### config.mk
export PLATFORM = sky130hd
export DESIGN_NAME = bf_program_loader
export DESIGN_NICKNAME = d
export VERILOG_FILES = /design/src/rtl/bf_pkg.sv /design/src/rtl/bf_program_loader.sv
export SDC_FILE = /design/constraint.sdc
export NUM_CORES = 1
export LEC_CHECK = 0
export CORE_UTILIZATION = 45
export DETAILED_ROUTE_END_ITERATION = 16
export PLACE_DENSITY = 0.81
export SYNTH_ARGS = -nofsm -noshare
export SYNTH_HDL_FRONTEND = slang
export SYNTH_SLANG_ARGS = --single-unit
export TNS_END_PERCENT = 10
### constraint.sdc
create_clock -name clk -period 2.75 [get_ports clk]
set_clock_uncertainty 0.2 [all_clocks]
set_input_delay 0.6875 -clock clk [delete_from_list [all_inputs] [get_ports clk]]
set_output_delay 0.6875 -clock clk [all_outputs]
set_load 0.005 [all_outputs]
### src/rtl/bf_pkg.sv
// Shared Brainfuck definitions: opcode encoding, load error codes
// and the ASCII-to-opcode decoder used by the program loader.
package bf_pkg;

   typedef enum logic [2:0] {
      I_INC   = 3'd0,
      I_DEC   = 3'd1,
      I_RIGHT = 3'd2,
      I_LEFT  = 3'd3,
      I_OUT   = 3'd4,
      I_IN    = 3'd5,
      I_OPEN  = 3'd6,
      I_CLOSE = 3'd7
   } t_instr;

   typedef enum logic [1:0] {
      ERR_LENGTH      = 2'd0,
      ERR_STRAY_CLOSE = 2'd1,
      ERR_UNCLOSED    = 2'd2,
      ERR_TOO_DEEP    = 2'd3
   } t_load_err;

   typedef struct packed {
      logic   valid;
      t_instr op;
   } t_decoded;

   // valid=0 marks a non-command byte that is dropped
   function automatic t_decoded bf_decode_char(input logic [7:0] ch);
      t_decoded d;
      d.valid = 1'b1;
      d.op    = I_INC;
      unique case (ch)
         8'h2B:   d.op = I_INC;
         8'h2D:   d.op = I_DEC;
         8'h3E:   d.op = I_RIGHT;
         8'h3C:   d.op = I_LEFT;
         8'h2E:   d.op = I_OUT;
         8'h2C:   d.op = I_IN;
         8'h5B:   d.op = I_OPEN;
         8'h5D:   d.op = I_CLOSE;
         default: d.valid = 1'b0;
      endcase
      return d;
   endfunction

endpackage

### src/rtl/bf_program_loader.sv
// Brainfuck source loader: filters ASCII stream, writes opcodes to
// program memory and checks length and bracket balance/depth.
//
// Ports:
//   clk, rst          clock, synchronous active-high reset
//   start             begin a load (ignored while loading)
//   in_data/valid/last source byte stream, in_ready = accepting
//   prog_we/addr/data program memory write port
//   prog_length       instructions written so far
//   done, error       load outcome (levels), err_code = t_load_err
module bf_program_loader
   import bf_pkg::*;
#(
   parameter int PROGRAM_LENGTH = 256,
   parameter int MAX_DEPTH      = 15,
   localparam int AW = (PROGRAM_LENGTH > 1) ? $clog2(PROGRAM_LENGTH) : 1,
   localparam int CW = $clog2(PROGRAM_LENGTH + 1),
   localparam int DW = $clog2(MAX_DEPTH + 1)
) (
   input  logic          clk,
   input  logic          rst,
   input  logic          start,
   input  logic [7:0]    in_data,
   input  logic          in_valid,
   input  logic          in_last,
   output logic          in_ready,
   output logic          prog_we,
   output logic [AW-1:0] prog_addr,
   output logic [2:0]    prog_data,
   output logic [CW-1:0] prog_length,
   output logic          done,
   output logic          error,
   output logic [1:0]    err_code
);

   typedef enum logic [1:0] {
      S_IDLE,
      S_LOAD,
      S_DONE,
      S_ERROR
   } t_state;

   t_state        state;
   logic [DW-1:0] depth;
   logic [DW-1:0] depth_nxt;
   t_decoded      dec;
   logic          is_open;
   logic          is_close;
   logic          f_len;
   logic          f_stray;
   logic          f_deep;

   assign in_ready = (state == S_LOAD);

   always_comb begin
      dec       = bf_decode_char(in_data);
      is_open   = dec.valid && (dec.op == I_OPEN);
      is_close  = dec.valid && (dec.op == I_CLOSE);
      f_len     = dec.valid && (prog_length == CW'(PROGRAM_LENGTH));
      f_stray   = is_close && (depth == '0);
      f_deep    = is_open && (depth == DW'(MAX_DEPTH));
      depth_nxt = depth;
      if (is_open)
         depth_nxt = depth + DW'(1);
      else if (is_close)
         depth_nxt = depth - DW'(1);
   end

   // prog_length doubles as the write pointer
   always_ff @(posedge clk) begin
      if (rst) begin
         state       <= S_IDLE;
         depth       <= '0;
         prog_we     <= 1'b0;
         prog_addr   <= '0;
         prog_data   <= '0;
         prog_length <= '0;
         done        <= 1'b0;
         error       <= 1'b0;
         err_code    <= '0;
      end else begin
         prog_we <= 1'b0;
         unique case (state)
            S_IDLE, S_DONE, S_ERROR: begin
               if (start) begin
                  state       <= S_LOAD;
                  depth       <= '0;
                  prog_length <= '0;
                  done        <= 1'b0;
                  error       <= 1'b0;
                  err_code    <= ERR_LENGTH;
               end
            end
            S_LOAD: begin
               if (in_valid) begin
                  if (f_len) begin
                     state    <= S_ERROR;
                     error    <= 1'b1;
                     err_code <= ERR_LENGTH;
                  end else if (f_stray) begin
                     state    <= S_ERROR;
                     error    <= 1'b1;
                     err_code <= ERR_STRAY_CLOSE;
                  end else if (f_deep) begin
                     state    <= S_ERROR;
                     error    <= 1'b1;
                     err_code <= ERR_TOO_DEEP;
                  end else begin
                     if (dec.valid) begin
                        prog_we     <= 1'b1;
                        prog_addr   <= prog_length[AW-1:0];
                        prog_data   <= dec.op;
                        prog_length <= prog_length + CW'(1);
                     end
                     depth <= depth_nxt;
                     if (in_last) begin
                        if (depth_nxt != '0) begin
                           state    <= S_ERROR;
                           error    <= 1'b1;
                           err_code <= ERR_UNCLOSED;
                        end else begin
                           state <= S_DONE;
                           done  <= 1'b1;
                        end
                     end
                  end
               end
            end
            default: state <= S_IDLE;
         endcase
      end
   end

endmodule
==> metrics.yaml, run 1 <==
status: "complete, no violations"
numCtsBuffers: 5
fin_nets: 287
first_iter_violations: 102
cp_data_arrival_time_ps: 2700
pre_cts_ws_ps: -528
routedWlPerCell_um: 14.5
hpwl_um: 3320
fin_crit_ps: 2660
synth_edf_count: 0
netlist_area_um2: 1680
worst_setup_path_start_kind: "primary input"
tightest_slew_ps: 454
cellPowerDensity_nw_per_um2: 387
coreArea_um2: 3470
register_area_um2: 621
num_antenna_cells: 0
ys_types: 49
cp_cell_sequence: "dlygate4sd2_1, buf_4, and4b_2, nand2_1, a21oi_1, buf_4, or4_4, or4_1, nand2_1"
synth-simple-area-share_pct: 29.0
syn_nets: 214
drc_errors: 0
synth_top_family_by_area: "simple AND/OR/NAND/NOR gates"
drt-total-wl_um: 4570
drv_cap: 0
layout_setup_ws_ps: 85.9
die_h_um: 63.1
cts_max_level: 2
cts_buffer_depth: 2
whs_ps: 253
dieArea_um2: 3980
synth_top_area_cell: "dfxtp_1"
fin_crit_sh_pct: 96.9
synth_most_common_cell: "dfxtp_1"
synth_compound_area_share_pct: 16.4
cp_slowest_cell: "or4_4"
end_kind: "flip-flop"
slowest_delay_ps: 530
seq_area_frac_synth_pct: 36.9
antenna_found_initial: 0
numPortBuffers: 38
synth_area_leaders: "dfxtp_1 37%, mux2i_1 6.0%, nor2_1 5.6%, nand2_1 3.8%, ha_1 3.7%"
root_buffer: "clkbuf_8"
multi_input_area_um2: 1060
num_io_pins: 39
routed-via-count: 1777
synth-seq-cells: 31
p_leak_nw: 0.945
fmax_mhz: 375
cts_tree: "yes"
cts.clk_slew.worst_paths_ps: 60
first_global_vias: 1679
ant_nets: 0
synth_ff_type: "dfxtp_1"
die_width_um: 63.1
grt_pass1_wl_um: 7560
ys_warn_count: 0
grt_start_max_net_pins: 13
finalSetupViolCount: 0
fp-row-count: 21
fin_util_pct: 72.2
placedCellCount: 307
stdcell_count: 316
crit_required_ps: 2790
syn_to_final_growth_pct: 49.0
synth_async_sr_flop_share_pct: 0
synth-adder-area-share_pct: 3.72
critPathMaxFanout: 6
synth.area.mux_share_pct: 5.96
track_usage_pct: 24.4
syn_area_per_cell_um2: 8.57
irDropWorstVdd_uv: 284
drt_pass1_iterations: 4
hold_class: "flip-flop to flip-flop"
synth_common_cells: "31 x dfxtp_1, 25 x nor2_1, 17 x nand2_1"
netlist.area_leader.share_pct: 36.9
globalRouteOverflowTotal: 0
synthXorXnorAreaFrac_pct: 4.17
synthCells: 196
drv_slew: 0
setup_tns_ps: 0
gp_congestion: 0.854
relSlewSlack_pct: 69.3
initial_utilization_pct: 48.4
finalHoldViolations: 0
ff2ff_setup_slack_ps: 200
vias_per_cell: 5.62
layout-drive-gt1-share_pct: 22.6
path_class: "primary input to flip-flop"
clock_latency_ps: 290
fill_cells: 273
cts_sinks: 31
path summary, 6_finish.rpt:
kind               from              to  cells past startpoint
max          in_data[0]  prog_length[8]                      9
min               error           error                      2
max reg2reg    depth[1]     err_code[1]                      8
min reg2reg       error           error                      2
through the flow:
stage	power, W	area [um2]
2_1_floorplan	0.000536	1700
3_3_place_gp	0.000617	2380
3_5_place_dp	0.000620	2380
4_1_cts	0.000969	2490
5_1_grt	0.00100	2500
6_report	0.000969	2500
flip-flops by register name (all words and copies together) (netlist names):
name,flops
depth,4
done,1
err_code,2
error,1
prog_addr,8
prog_data,3
prog_length,9
prog_we,1
state,2
power breakdown:
part           internal [W]  switching (W)
Sequential         0.000457     0.00000558
Clock              0.000176       0.000176
Combinational     0.0000772      0.0000761
cell usage in the layout (no fill, tap or decap), types with 2 or more instances in the layout:
| master | instances |
|---|---|
| clkbuf_8 | 5 |
| xnor2_1 | 4 |
| and4b_2 | 2 |
| a211oi_1 | 2 |
| a21oi_1 | 10 |
| nand3_1 | 5 |
| inv_1 | 7 |
| dlygate4sd2_1 | 4 |
| mux2i_1 | 10 |
| a41o_1 | 2 |
| clkbuf_2 | 2 |
| nand2b_1 | 5 |
| clkdlybuf4s50_1 | 30 |
| nor4b_1 | 5 |
| ha_1 | 5 |
| nand4_1 | 2 |
| nor3b_1 | 2 |
| o21ai_0 | 6 |
| a31oi_1 | 2 |
| o21a_1 | 2 |
| nor4b_4 | 2 |
| o211ai_1 | 2 |
| xor2_1 | 2 |
| buf_4 | 35 |
| or4_1 | 2 |
| nand2_1 | 17 |
| nor3_1 | 6 |
| nor4_1 | 4 |
| dfxtp_1 | 31 |
| nor2_1 | 24 |
area by class of cell:
class                      count  share of cell area (%)
clock buffer                   6                    2.90
inverter                       7                    1.05
tap                           46                    2.30
clock inverter                 2                   0.500
sequential                    31                    24.8
multi-input combinational    150                    42.5
timing repair buffer          74                    26.0
critical path: cells and delay by family:
family                 cells  cell delay, ps
AO/OA/AOI/OAI              1              60
buffers and inverters      3             580
AND/OR/NAND/NOR            5            1370
what timing repair did:
action / in CTS / in global routing
resized for setup: 11 / 13
hold buffers: 0 / 0
pin swaps: 4 / 5
setup endpoints to repair: 25 / 8
setup buffers: 1 / 0
logic make-up (layout without fill, tap and decap cells):
kind of cell,Yosys count,count (layout)
multiplexers,10,10
AO/OA/AOI/OAI,40,40
buffers and inverters,15,89
flip-flops,31,31
adder cells (fa/ha/maj),5,5
AND/OR/NAND/NOR,87,87
XOR/XNOR,8,8
per-layer routing:
metal  wire length, um  track usage (%)  vias up  part of all wire, %
met3               259             5.62        7                  5.7
met4                68             10.8        0                  1.5
li1                  -                -      869                    -
met5                 0                0        -                    0
met1              2080             29.4      849                   45
met2              2160             41.0       52                   47
(Power assumes the default switching activity.)
==> inputs of run 2 (changes only) <==
- ABC_AREA: unset -> 1
- HOLD_SLACK_MARGIN: unset -> 0.1
- PLACE_DENSITY: 0.81 -> 0.8
==> metrics.yaml, run 2 <==
cp_data_arrival_time_ps: 1570
routed-via-count: 1744
cp_slowest_cell: "clkdlybuf4s50_1"
synth_common_cells: "51 x nand2_1, 31 x dfxtp_1, 26 x a21oi_1, 26 x inv_1, 26 x nor2_1"
pre_cts_ws_ps: 27.8
largest_register: "prog_length"
slowest_delay_ps: 510
synth_area_leaders: "dfxtp_1 35%, nand2_1 11%, a21oi_1 7.3%, inv_1 5.5%, nor2_1 5.5%"
synth_top_area_cell: "dfxtp_1"
seqPwrFrac_pct: 44.8
routedWlPerCell_um: 11.4
syn_to_final_growth_pct: 29.5
drc_errors: 0
netlist.area_leader.share_pct: 35.0
most-common-layout-cells: "51 x nand2_1, 38 x clkdlybuf4s50_1, 31 x dfxtp_1"
coreArea_um2: 3720
p_switching_w: 0.000327
grt_pass1_wl_um: 6830
synth_ff_type: "dfxtp_1"
tightest_slew_ps: 417
layout_setup_ws_ps: 294
critPathMaxFanout: 8
syn_area_per_cell_um2: 7.03
num_antenna_cells: 0
die_h_um: 64.7
cts_max_level: 2
fp-row-count: 22
finalSetupViolCount: 0
cpLargestDelayFamily: "buffers and inverters"
drt-total-wl_um: 3920
internal_power_w: 0.000771
hold_class: "flip-flop to flip-flop"
irDropWorstVdd_uv: 232
gp_congestion: 0.874
cp_cell_sequence: "inv_1, nand2_1, clkinv_1, clkdlybuf4s50_1"
cts_sinks: 31
synth_async_sr_flop_share_pct: 0
synth-seq-cells: 31
fin_crit_sh_pct: 89.3
crit_required_ps: 1860
drv_cap: 0
synth_most_common_cell: "nand2_1"
largest_reg_flops: 9
total_power_w: 0.00110
ys_types: 31
antenna_found_initial: 0
swShare_pct: 29.8
netlist_area_um2: 1770
status: "complete, no violations"
first_global_vias: 1521
fin_crit_ps: 2460
finalHoldViolations: 0
cp_num_buf_inv: 3
cts_buffer_depth: 2
end_kind: "primary output"
top_usage_layer: "met2"
p_leak_nw: 0.932
first_iter_violations: 140
worst_setup_path_start_kind: "flip-flop"
cts_tree: "yes"
fmax_mhz: 407
syn_nets: 270
pwr-share-clk_pct: 32.7
r2r-start: "depth[0]"
ant_nets: 0
synthCells: 252
root_buffer: "clkbuf_8"
use_met3_pct: 5.81
cts.clk_slew.worst_paths_ps: 60
numPortBuffers: 38
rsz0062_at_grt: "false"
numCtsBuffers: 5
synth_edf_count: 0
dieArea_um2: 4190
layout-drive-gt1-share_pct: 14.9
p_comb_share_pct: 22.5
path_class: "flip-flop to primary output"
ys_warn_count: 0
use_met2_pct: 32.8
initial_utilization_pct: 47.7
setup_tns_ps: 0
cts_resized: 0
grt_start_max_net_pins: 21
die_width_um: 64.7
gr-usage-met1_pct: 28.2
seq_area_frac_synth_pct: 35.0
hpwl_um: 2980
cts_setup_buffers: 0
worstHoldStart: "error"
relSlewSlack_pct: 72.0
largestRegisters: "prog_length x9, prog_addr x8, depth x4"
drv_slew: 0
final_common_cell: "nand2_1"
num_io_pins: 39
crit_start: "state[1]"
track_usage_pct: 21.4
globalRouteOverflowTotal: 0
clock_latency_ps: 290
drt_pass1_iterations: 4
postCtsHoldBufs: 0
cellPowerDensity_nw_per_um2: 479
vias_per_cell: 5.08
fin_nets: 313
-- run 2: worst paths after layout --
kind / endpoint / slack, ps / cells after the start
worst max-delay path: in_ready / 290 / 4
worst min-delay path: error / 260 / 2
worst max register to register: prog_addr[3] / 810 / 9
worst min register to register: error / 260 / 2
-- run 2: worst min-delay path: cells and delay by family, from the launching register on --
kind | cells | cell delay [ps]
DFF | 1 | 310
buffers and inverters | 1 | 50
AOI/OAI and AO/OA | 1 | 60
-- run 2: cell families after synthesis --
group | count (synthesis) | synth area share (%)
AOI/OAI and AO/OA | 48 | 14.2
buffers and inverters | 39 | 8.76
adders and majority gates | 5 | 3.53
xor gates and xnor gates | 4 | 2.40
and+or+nand+nor | 125 | 36.1
DFF | 31 | 35.0
-- run 2: stage by stage --
step	utilization, %	area [um2]	instances	hold WS (ps)
after floorplan	-	1770	252	244
after global placement	59.4	2210	336	257
after detailed placement	59.4	2210	336	256
after CTS	61.8	2290	343	265
after global routing	61.8	2290	343	284
final	61.8	2290	343	260
-- run 2: layout make-up --
| cell class | instances | area [um2] |
|---|---|---|
| well taps | 48 | 60.1 |
| repair buffers | 41 | 403 |
| clock inverters | 1 | 5.00 |
| flip-flops and latches | 31 | 621 |
| inverters | 34 | 128 |
| fillers | 356 | 1420 |
| clock buffers | 6 | 82.6 |
| multi-input cells | 182 | 996 |
-- run 2: metal layers --
layer | vias to the layer above | share of wire (%)
li1 | 898 | -
met1 | 795 | 49
met2 | 47 | 45
met3 | 4 | 5.5
met4 | 0 | 1.1
met5 | - | 0
-- run 2: power groups by stage --
stage                     combinational, W  sequential (W)  clock, W
after floorplan                   0.000161        0.000499         0
after global placement            0.000242        0.000501         0
after detailed placement          0.000246        0.000502         0
after CTS                         0.000246        0.000492  0.000367
after global routing              0.000282        0.000496  0.000391
final                             0.000247        0.000493  0.000359
==> inputs of run 3 (changes only) <==
- CORE_UTILIZATION: 45 -> 50
- PLACE_DENSITY: 0.8 -> 0.84
- clock period: 2.75 -> 2.3 ns (I/O delays scaled with it)
==> metrics.yaml, run 3 (synthesis results as in run 2) <==
cp_data_arrival_time_ps: 2280
clock_latency_ps: 340
grt_pass1_wl_um: 6260
coreArea_um2: 3360
tightest_slew_ps: 473
globalRouteOverflowTotal: 0
irDropWorstVdd_uv: 330
p_leak_nw: 1.03
relSlewSlack_pct: 68.2
postPlaceCellArea_um2: 2290
drt_pass1_iterations: 4
most-common-layout-cells: "49 x nand2_1, 35 x clkdlybuf4s50_1, 31 x dfxtp_1"
fmax_mhz: 446
cts_tree: "yes"
total_power_w: 0.00130
syn_to_final_growth_pct: 36.3
final_area_um2: 2410
first_iter_violations: 77
hold_class: "flip-flop to flip-flop"
root_buffer: "clkbuf_4"
ant_nets: 0
status: "complete, no violations"
cts_sinks: 31
fin_crit_ps: 2240
dieArea_um2: 3790
final_common_cell: "nand2_1"
drv_cap: 0
end_kind: "flip-flop"
whs_ps: 269
drc_errors: 0
drt-total-wl_um: 4140
fin_util_pct: 71.8
hpwl_um: 3040
worst_setup_path_start_kind: "primary input"
rsz0062_at_grt: "true"
finalSetupViolCount: 0
antenna_found_initial: 0
largest_reg_flops: 9
num_io_pins: 39
postCtsHoldBufs: 0
gp_congestion: 0.912
largestRegisters: "prog_length x9, prog_addr x8, depth x4"
path_class: "primary input to flip-flop"
routed-via-count: 1804
track_usage_pct: 22.5
cts_buffer_depth: 2
numPortBuffers: 38
crit_required_ps: 2340
drv_slew: 0
numCtsBuffers: 5
fin_crit_sh_pct: 97.4
die_width_um: 61.5
finalHoldViolations: 0
vias_per_cell: 5.07
first_global_vias: 1499
fin_nets: 327
fp-row-count: 21
cts_max_level: 2
cts.clk_slew.worst_paths_ps: 100
critPathMaxFanout: 4
initial_utilization_pct: 52.7
die_h_um: 61.5
num_antenna_cells: 0
largest_register: "prog_length"
cellPowerDensity_nw_per_um2: 537
setup_tns_ps: 0
grt_start_max_net_pins: 21
routedWlPerCell_um: 11.6
layout-drive-gt1-share_pct: 20.0
run 3: changes by cell type in the layout (fill, tap and decap cells not counted), moves of 2 or more:
cell | previous run | this run
buf_4 | 3 | 16
clkbuf_8 | 6 | 2
clkdlybuf4s50_1 | 38 | 35
dlymetal6s2s_1 | 0 | 3
clkbuf_4 | 0 | 5
nand2_1 | 51 | 49
run 3: critical path: stages:
cell,delay [ps]
clkdlybuf4s50_1,520
inv_1,80
nand2_2,100
nor2_4,60
nand2_1,90
nand2_1,50
nor2_1,100
nand2_2,110
nand2_2,90
nand2_1,60
nor2_1,110
nand2_2,90
nand2_2,90
nand2_1,50
nand2_1,60
nor2_1,40
run 3: stage by stage:
step / instances / setup WS (ps)
final: 356 / 58.8
after global routing: 356 / -46.6
after CTS: 354 / 0.0639
after detailed placement: 346 / -353
after global placement: 346 / -253
after floorplan: 252 / 326
run 3: layout make-up:
| class | count | area [um2] |
|---|---|---|
| clock buffer | 8 | 68.8 |
| fill | 295 | 948 |
| inverter | 34 | 130 |
| multi-input combinational | 183 | 1030 |
| sequential | 31 | 621 |
| tap | 46 | 57.6 |
| timing repair buffer | 54 | 508 |
run 3: final timing paths:
path	from	endpoint	slack [ps]	depth (start not counted)
worst max-delay path	in_data[1]	err_code[0]	60	16
worst min-delay path	state[1]	state[1]	270	2
worst min register to register	state[1]	state[1]	270	2
worst max register to register	depth[0]	prog_length[5]	290	10
run 3: routing by layer:
layer / global-route usage [%] / routed length [um] / vias up
met5: 0 / 0 / -
met4: 5.71 / 61 / 0
met3: 7.56 / 252 / 8
met2: 36.4 / 1900 / 66
met1: 28.9 / 1920 / 801
li1: - / - / 929
run 3: power by group:
group	switching (W)	internal [W]
clock	0.000185	0.000180
combinational	0.000189	0.000154
sequential	0.0000240	0.000565
total	0.000398	0.000898
run 3: repair_timing:
item / in CTS / in global routing
resized for setup: 0 / 11
buffers inserted: 0 / 1
setup endpoints to repair: 0 / 24
